### config.mk
export PLATFORM = sky130hd
export DESIGN_NAME = jt12_dac_feed
export DESIGN_NICKNAME = d
export VERILOG_FILES = /design/src/rtl/jt12_dac_feed.sv
export SDC_FILE = /design/constraint.sdc
export NUM_CORES = 1
export LEC_CHECK = 0
export ABC_AREA = 1
export BUFFER_PORTS_ARGS = -buffer_cell sky130_fd_sc_hd__buf_2
export CAP_MARGIN = 20
export CORE_AREA = 5 5 179 199
export DETAILED_ROUTE_END_ITERATION = 16
export DIE_AREA = 0 0 184 204
export GPL_ROUTABILITY_DRIVEN = 0
export GPL_TIMING_DRIVEN = 0
export PLACE_DENSITY_LB_ADDON = 0.1
export RECOVER_POWER = 50
export SETUP_SLACK_MARGIN = 0.1
export SYNTH_ARGS = -nofsm -noshare
export SYNTH_HDL_FRONTEND = slang
export SYNTH_SLANG_ARGS = --single-unit
### constraint.sdc
create_clock -name clk -period 4.1 [get_ports clk]
set_clock_uncertainty 0.1 [all_clocks]
set_input_delay 0.82 -clock clk [delete_from_list [all_inputs] [get_ports clk]]
set_output_delay 0.82 -clock clk [all_outputs]
set_load 0.02 [all_outputs]
### src/rtl/jt12_dac_feed.sv
// jt12_dac_feed
// Stereo front-end for the sigma-delta DAC pair. Takes FM-core samples at the
// sample rate and linearly interpolates them to one value per clk. It also
// applies a click-free mute/unmute gain ramp. Each channel gets a registered
// signed word for its DAC din.
//
// Ports
//   clk      in   1      DAC-rate clock, all logic on posedge
//   rst      in   1      synchronous reset, active-high
//   sample   in   1      one-clk strobe, left/right carry a new sample
//   left     in   width  signed left sample
//   right    in   width  signed right sample
//   en       in   1      1 = ramp gain up (play), 0 = ramp gain down (mute)
//   dac_l    out  width  signed word for the left DAC
//   dac_r    out  width  signed word for the right DAC
//   muted    out  1      gain is zero and the ramp sits in MUTED
//   overrun  out  1      one-clk pulse, a sample arrived mid-interpolation
module jt12_dac_feed #(
  parameter int width  = 12,
  parameter int step_w = 5,
  parameter int gain_w = 6,
  parameter int ramp_w = 4
) (
  input  logic                    clk,
  input  logic                    rst,
  input  logic                    sample,
  input  logic signed [width-1:0] left,
  input  logic signed [width-1:0] right,
  input  logic                    en,
  output logic signed [width-1:0] dac_l,
  output logic signed [width-1:0] dac_r,
  output logic                    muted,
  output logic                    overrun
);

  // Accumulator has step_w fractional bits plus one guard bit, so the
  // difference between two full-scale samples fits.
  localparam int acc_w  = width + step_w + 1;
  // Signed sample times unsigned gain 0..2**gain_w, including full scale.
  localparam int prod_w = width + gain_w + 1;

  localparam logic [step_w:0]   cnt_idle   = {1'b1, {step_w{1'b0}}};
  localparam logic [step_w:0]   cnt_last   = {1'b0, {step_w{1'b1}}};
  localparam logic [step_w:0]   cnt_one    = {{step_w{1'b0}}, 1'b1};
  localparam logic [gain_w:0]   gain_zero  = {(gain_w+1){1'b0}};
  localparam logic [gain_w:0]   gain_one   = {{gain_w{1'b0}}, 1'b1};
  localparam logic [gain_w:0]   gain_unity = {1'b1, {gain_w{1'b0}}};
  localparam logic [ramp_w-1:0] div_zero   = {ramp_w{1'b0}};
  localparam logic [ramp_w-1:0] div_one    = {{(ramp_w-1){1'b0}}, 1'b1};
  localparam logic [ramp_w-1:0] div_last   = {ramp_w{1'b1}};

  typedef enum logic [1:0] {
    MUTED = 2'd0,
    UP    = 2'd1,
    RUN   = 2'd2,
    DOWN  = 2'd3
  } state_t;

  // Sample scaled to accumulator units (sign-extended, step_w zero LSBs).
  function automatic logic signed [acc_w-1:0] to_acc(input logic signed [width-1:0] din);
    to_acc = {din[width-1], din, {step_w{1'b0}}};
  endfunction

  // Per-clk increment that walks acc to the new target in 2**step_w steps.
  function automatic logic signed [acc_w-1:0] seg_delta(
    input logic signed [width-1:0] din,
    input logic signed [acc_w-1:0] acc
  );
    logic signed [acc_w-1:0] diff;
    diff      = to_acc(din) - acc;
    seg_delta = diff >>> step_w;
  endfunction

  logic signed [acc_w-1:0]  acc_left_r, acc_right_r;
  logic signed [acc_w-1:0]  delta_left_r, delta_right_r;
  logic signed [width-1:0]  tgt_left_r, tgt_right_r;
  logic [step_w:0]          cnt_r;
  logic signed [width-1:0]  cur_left_s, cur_right_s;

  state_t                   state_r, state_s;
  logic [gain_w:0]          gain_r, gain_s;
  logic [ramp_w-1:0]        div_r, div_s;

  logic signed [prod_w-1:0] prod_left_s, prod_right_s;
  logic                     unused_bits_s;

  // Interpolator: segment start on strobe, linear steps, then snap to target.
  always_ff @(posedge clk) begin
    if (rst) begin
      acc_left_r    <= {acc_w{1'b0}};
      acc_right_r   <= {acc_w{1'b0}};
      delta_left_r  <= {acc_w{1'b0}};
      delta_right_r <= {acc_w{1'b0}};
      tgt_left_r    <= {width{1'b0}};
      tgt_right_r   <= {width{1'b0}};
      cnt_r         <= cnt_idle;
    end else if (sample) begin
      // acc is kept, so a new segment (even an early one) starts from where we are
      delta_left_r  <= seg_delta(left, acc_left_r);
      delta_right_r <= seg_delta(right, acc_right_r);
      tgt_left_r    <= left;
      tgt_right_r   <= right;
      cnt_r         <= {(step_w+1){1'b0}};
    end else if (cnt_r < cnt_last) begin
      acc_left_r    <= acc_left_r + delta_left_r;
      acc_right_r   <= acc_right_r + delta_right_r;
      cnt_r         <= cnt_r + cnt_one;
    end else if (cnt_r == cnt_last) begin
      // last step lands exactly on the target, discarding the truncated delta residue
      acc_left_r    <= to_acc(tgt_left_r);
      acc_right_r   <= to_acc(tgt_right_r);
      cnt_r         <= cnt_idle;
    end else begin
      acc_left_r    <= acc_left_r;
      acc_right_r   <= acc_right_r;
    end
  end

  assign cur_left_s  = acc_left_r[width+step_w-1:step_w];
  assign cur_right_s = acc_right_r[width+step_w-1:step_w];

  // Gain ramp state register.
  always_ff @(posedge clk) begin
    if (rst) begin
      state_r <= MUTED;
      gain_r  <= gain_zero;
      div_r   <= div_zero;
    end else begin
      state_r <= state_s;
      gain_r  <= gain_s;
      div_r   <= div_s;
    end
  end

  // Gain ramp next state: one gain step per 2**ramp_w clks, div cleared on every state change.
  always_comb begin
    state_s = state_r;
    gain_s  = gain_r;
    div_s   = div_r;
    case (state_r)
      MUTED: begin
        gain_s = gain_zero;
        div_s  = div_zero;
        if (en) begin
          state_s = UP;
        end else begin
          state_s = MUTED;
        end
      end
      UP: begin
        if (!en) begin
          state_s = DOWN;
          div_s   = div_zero;
        end else if (div_r == div_last) begin
          gain_s = gain_r + gain_one;
          div_s  = div_zero;
          if (gain_r >= gain_unity - gain_one) begin
            state_s = RUN;
          end else begin
            state_s = UP;
          end
        end else begin
          div_s = div_r + div_one;
        end
      end
      RUN: begin
        gain_s = gain_unity;
        div_s  = div_zero;
        if (!en) begin
          state_s = DOWN;
        end else begin
          state_s = RUN;
        end
      end
      DOWN: begin
        if (en) begin
          state_s = UP;
          div_s   = div_zero;
        end else if (gain_r == gain_zero) begin
          // en dropped before the first up-step; nothing left to ramp
          state_s = MUTED;
          div_s   = div_zero;
        end else if (div_r == div_last) begin
          gain_s = gain_r - gain_one;
          div_s  = div_zero;
          if (gain_r == gain_one) begin
            state_s = MUTED;
          end else begin
            state_s = DOWN;
          end
        end else begin
          div_s = div_r + div_one;
        end
      end
      default: begin
        state_s = MUTED;
        gain_s  = gain_zero;
        div_s   = div_zero;
      end
    endcase
  end

  // Gain multiply: both operands widened to the product width so -full-scale * unity fits.
  always_comb begin
    prod_left_s  = $signed({{(prod_w-width){cur_left_s[width-1]}}, cur_left_s})
                 * $signed({{(prod_w-gain_w-1){1'b0}}, gain_r});
    prod_right_s = $signed({{(prod_w-width){cur_right_s[width-1]}}, cur_right_s})
                 * $signed({{(prod_w-gain_w-1){1'b0}}, gain_r});
  end

  // Bits dropped by the >>> gain_w truncation and the unused guard bit.
  assign unused_bits_s = ^{prod_left_s[prod_w-1], prod_left_s[gain_w-1:0],
                           prod_right_s[prod_w-1], prod_right_s[gain_w-1:0]};

  // Registered outputs; slicing above gain_w is an arithmetic shift (floor).
  always_ff @(posedge clk) begin
    if (rst) begin
      dac_l   <= {width{1'b0}};
      dac_r   <= {width{1'b0}};
      muted   <= 1'b1;
      overrun <= 1'b0;
    end else begin
      dac_l   <= prod_left_s[width+gain_w-1:gain_w];
      dac_r   <= prod_right_s[width+gain_w-1:gain_w];
      muted   <= (state_r == MUTED) && (gain_r == gain_zero);
      overrun <= sample && (cnt_r != cnt_idle);
    end
  end

endmodule

=== Word level (Yosys, flattened, before mapping) ===
Index checks and enable logic that the tools add are counted.

* Bitwise logic cells: 1
* Multiplexer cells: 28
* Equal/unequal tests: 14
* Div/mod/pow operators: 0
* Magnitude comparators: 2
* Shift operators: 0
* $add $sub $neg: 8
* Multipliers: 2
* Reduce and logical (&&, ||, !) cells: 11

{| class="wikitable"
|+ Operator list
! operator !! count
|-
| $mux 18 || 4
|-
| $add 18x13->18 || 2
|-
| $mul 12x8->18 || 2
|-
| $sub 17x18->18 || 2
|-
| $mux 7 || 5
|-
| $pmux 7 s4 || 1
|-
| $mux 6 || 3
|-
| $mux 4 || 4
|-
| $mux 2 || 7
|-
| $pmux 4 s3 || 1
|-
| $ne 2x2->1 const B || 5
|-
| $pmux 2 s4 || 1
|-
| $add 7x1->7 const B || 1
|-
| $eq 7x1->1 const B || 1
|-
| $ge 7x6->1 const B || 1
|-
| $logic_not 7->1 || 1
|-
| $sub 7x1->7 const B || 1
|-
| $add 6x1->6 const B || 1
|-
| $eq 6x5->1 const B || 1
|-
| $lt 6x5->1 const B || 1
|-
| $ne 6x6->1 const B || 1
|-
| $reduce_and 5->1 || 1
|-
| $add 4x1->4 const B || 1
|-
| $eq 2x2->1 const B || 2
|-
| other kinds (12) || 16
|}

* RAM bits: 0
* ROM bits: 0
* Latch bits: 0
* Register bits after elaboration: 131
* Memories: 0
* Logic and storage cells: 81

=== Logic depth before layout (Yosys ltp) ===
* Depth after elaboration: 6
* Mapped depth: 22
* Mapped depth without buffers: 20

=== Worst setup path after synthesis ===
OpenSTA, ideal clock, no wires.

* Kind: register -> register
* From: register gain_r[2]
* To: register dac_l[10]
* Stages on the path, launching flop included: 17
* Slack: -0.282 ns
* Buffers on the path: 2
* Arrival time: 4.167 ns
* Required time: 3.885 ns
* Cells stage by stage: dfxtp_1 buf_2 buf_1 nand2_1 fa_1 fa_1 inv_1 fa_1 inv_1 fa_1 inv_1 ha_1 inv_1 nor3_1 a21oi_1 a21oi_1 nor2_1

* Cells in the longest elaborated chain, start to end: 1

{| class="wikitable"
|+ Ends and longest elaborated chain
! what !! line !! RTL
|-
| start, declared || 81 || <nowiki>logic [gain_w:0] gain_r, gain_s;</nowiki>
|-
| start signal, assigned || 126 || <nowiki>gain_r <= gain_zero;</nowiki>
|-
| start signal, assigned || 130 || <nowiki>gain_r <= gain_s;</nowiki>
|-
| $mul 12x8->18 || 206 || <nowiki>* $signed({{(prod_w-gain_w-1){1'b0}}, gain_r});</nowiki>
|-
| end signal, assigned || 218 || <nowiki>dac_l <= {width{1'b0}};</nowiki>
|-
| end signal, assigned || 223 || <nowiki>dac_l <= prod_left_s[width+gain_w-1:gain_w];</nowiki>
|-
| end, declared || 30 || <nowiki>output logic signed [width-1:0] dac_l,</nowiki>
|}

No other way between the ends.
A chain may end at the register's enable or synchronous reset.

=== Final worst setup path ===
* From: register gain_r[4]
* To: register dac_l[11]

Same word-level chain as after synthesis.

==> summary.md <==
| Metric | Value |
|---|---|
| Status | `finished, violations left` |
| Failing checks | `setup timing` |
| Number of flops mapped to enable cells by yosys | `0` |
| Antenna violations before repair | `0` |
| Starting Density | `44.1%` |
| Final core occ | `52.5%` |
| Actual slew at the worst max-slew pin | `1.03 ns` |
| Drt via density | `5.01` |
| CTS Sinks | `131` |
| RSZ-0062 raised after global routing | `true` |
| # DRC | `0` |
| Die H | `204 um` |
| Crit path max fanout | `7` |
| Area growth, synth to finish | `18.9%` |
| WP data required | `4.39 ns` |
| Die width | `184 um` |
| FF-to-FF path depth | `18` |
| Die ar. | `37500 sq um` |
| Root Buffer | `clkbuf_16` |
| Worst hold path class | `register to register` |
| Num CTS Buffers | `17` |
| CP dominant cell by count | `fa_1` |
| Largest net degree at the start of global routing | `17` |
| Share of cells above drive strength 1 | `14.3%` |
| CP Data Arrival Time | `4.41 ns` |
| Worst Setup SP | `gain_r[4]$_SDFFE_PP0P_` |
| N_diodes | `0` |
| Vias | `14200` |
| Vias in the first global route | `14000` |
| Final WS setup | `-0.0226 ns` |
| Seq/Total Area, Yosys | `17.7%` |
| DRT antenna net count | `0` |
| Area contributors post-synth | `dfxtp_1 (18%), nand2_1 (17%), fa_1 (16%), inv_1 (13%), ha_1 (11%)` |
| Crit path kind | `register to register` |
| Crit end category | `register` |
| Crit-path cells | `buf_6, buf_8, buf_4, nand2_2, fa_2, inv_1, fa_1, fa_1, inv_1, fa_1, inv_2, ha_4, inv_2, nor4_4, a21oi_4, nand2_1, nand2_1, nor2_1` |
| Setup tns final | `-0.0552 ns` |
| Pleak | `9.63 nW` |
| Max-slew violations | `0` |
| Sw frac | `40.5%` |
| Clock Power Share | `31.7%` |
| First-pass GRT wire length | `71.5 mm` |
| Synth top area share | `17.7%` |
| Hold Path Stages | `1` |
| IO Count | `54` |
| Min cycle time layout | `4.12 ns` |
| # rows | `71` |
| Power per cell area | `300 nW/um^2` |
| Hold-critical path endpoint | `div_r[0]$_SDFF_PP0_` |
| Final hold violation count | `0` |
| Yosys warnings | `0` |
| FMAX | `243 MHz` |
| Relative slew slack | `31.3%` |
| Fin crit share | `101%` |
| Switch Pwr | `2.14 mW` |
| Number of I/O port buffers | `53` |
| Synthesis-stage register bit count | `131` |
| Max incr delay on CP | `0.60 ns` |
| Post-DR wirelength/cell | `15.8 um` |
| Reg-to-Reg End | `dac_l[11]$_SDFF_PP0_` |
| Synth area leader | `dfxtp_1` |
| Core area | `33600 sq um` |
| Hold Startpoint | `div_r[0]$_SDFF_PP0_` |
| Drt initial violations | `939` |
| Synth top cells by count | `nand2_1 (653), inv_1 (528), a21oi_1 (162), dfxtp_1 (131), ha_1 (130)` |
| Drt first pass iters | `5` |
| Hold_ws | `0.353 ns` |
| # fillers | `3378` |
| Netlist cell types | `46` |
| Seq pwr share | `28.4%` |
| Drt total wl | `44.8 mm` |
| Mapped Area | `14800 sq um` |
| CTS tree | `yes` |
| Mean Syn Cell Area | `6.51 sq um` |
| Nets | `2670` |
| Peak supply drop | `0.273 mV` |
| GRT overflow | `0` |
| Top delay family on crit path | `adder cells` |
| Part of the power in combinational logic | `39.9%` |
| Worst R2R Start | `gain_r[4]$_SDFFE_PP0P_` |
| CTS clk-pin slew, worst paths | `0.07 ns` |
| Int Power | `3.15 mW` |
| Synth Flop Type | `dfxtp_1` |
| Hold Buf Count CTS | `0` |
| Final setup fails | `4` |
| Post-Synthesis Cells | `2274` |
| Crit path max-delay cell type | `fa_2` |
| Hpwl dp | `34.7 mm` |
| # H-tree levels | `4` |
| # Max-Cap Violations | `0` |
| Syn Nets | `2554` |
| Clock buffer depth | `2` |
| Async set-reset flop share out of synthesis | `0%` |
| Clk_lat worst skew | `0.45 ns` |
| R2r setup slk | `-0.02 ns` |
| Top-count cell post-synth | `nand2_1` |
| CP Launch Type | `register` |
| Buf/Inv on CP | `7` |
| Total Routing Usage GR | `24.1%` |
[sequential cells by signal, summed over array words and instances (netlist names), 4 cells and up]
register / flops
acc_left_r: 18
acc_right_r: 18
cnt_r: 6
dac_l: 12
dac_r: 12
delta_left_r: 13
delta_right_r: 13
div_r: 4
gain_r: 7
tgt_left_r: 12
tgt_right_r: 12
[how the worst max path moves through the flow]
stage                            to  cells past startpoint
5_1_grt        dac_l[11]$_SDFF_PP0_                     20
4_1_cts         dac_r[9]$_SDFF_PP0_                     18
3_3_place_gp   dac_r[10]$_SDFF_PP0_                     17
2_1_floorplan  dac_l[11]$_SDFF_PP0_                     18
6_report       dac_l[11]$_SDFF_PP0_                     18
3_5_place_dp    dac_l[5]$_SDFF_PP0_                     17
[layout by cell type (no fill, tap or decap), drive strengths merged, types with 12 or more instances in the layout]
| master | n |
|---|---|
| clkbuf | 86 |
| nand3 | 114 |
| xnor2 | 16 |
| xor2 | 15 |
| fa | 122 |
| nand2 | 659 |
| dfxtp | 131 |
| nand4 | 14 |
| a21oi | 164 |
| nor2 | 118 |
| buf | 99 |
| o21ai | 97 |
| nor3 | 26 |
| nand3b | 12 |
| ha | 130 |
| inv | 543 |
[through the flow]
stage	instance area, sq um	instances	setup slack [ns]	total power [mW]
after floorplan	14900	2274	0.100	2.77
after global placement	15700	2765	-0.505	3.27
after detailed placement	15700	2765	-0.510	3.29
after CTS	17300	2829	0.0195	5.24
after global routing	17600	2841	-0.202	5.61
final	17600	2841	-0.0226	5.29
[power groups by stage]
stage / combinational [mW] / clock [mW] / sequential (mW)
6_report: 2.11 / 1.68 / 1.50
3_3_place_gp: 1.74 / 0 / 1.52
5_1_grt: 2.34 / 1.76 / 1.51
2_1_floorplan: 1.23 / 0 / 1.53
4_1_cts: 2.04 / 1.71 / 1.50
3_5_place_dp: 1.76 / 0 / 1.52
[cells by family after synthesis]
| group | share of synthesized area [%] |
|---|---|
| xor gates and xnor gates | 1.83 |
| buffers and inverters | 15.5 |
| DFF | 17.7 |
| and+or+nand+nor | 27.0 |
| adders and majority gates | 27.5 |
| AOI/OAI and AO/OA | 10.6 |
[cell type report]
class,instances,area [sq um],area share (%)
Buffer,69,509,2.89
Clock buffer,19,453,2.57
Clock inverter,13,161,0.916
Inverter,535,2010,11.4
Multi-Input combinational cell,1539,10700,60.5
Sequential cell,131,2630,14.9
Tap cell,438,548,3.11
Timing Repair Buffer,97,648,3.68
[routing by layer]
layer	up-vias	track usage (%)	part of all wire, %
li1	7165	-	-
met1	6675	29.9	43
met2	309	42.2	49
met3	83	3.90	4.6
met4	0	8.85	3.1
met5	-	0	0
[repair_timing]
action | in CTS | in global routing
cloned | 2 | 1
gates resized for setup | 182 | 89
pin swaps | 77 | 62
buffers inserted | 30 | 12
setup endpoints to repair | 22 | 22
Power figures use the tool's default switching activity.
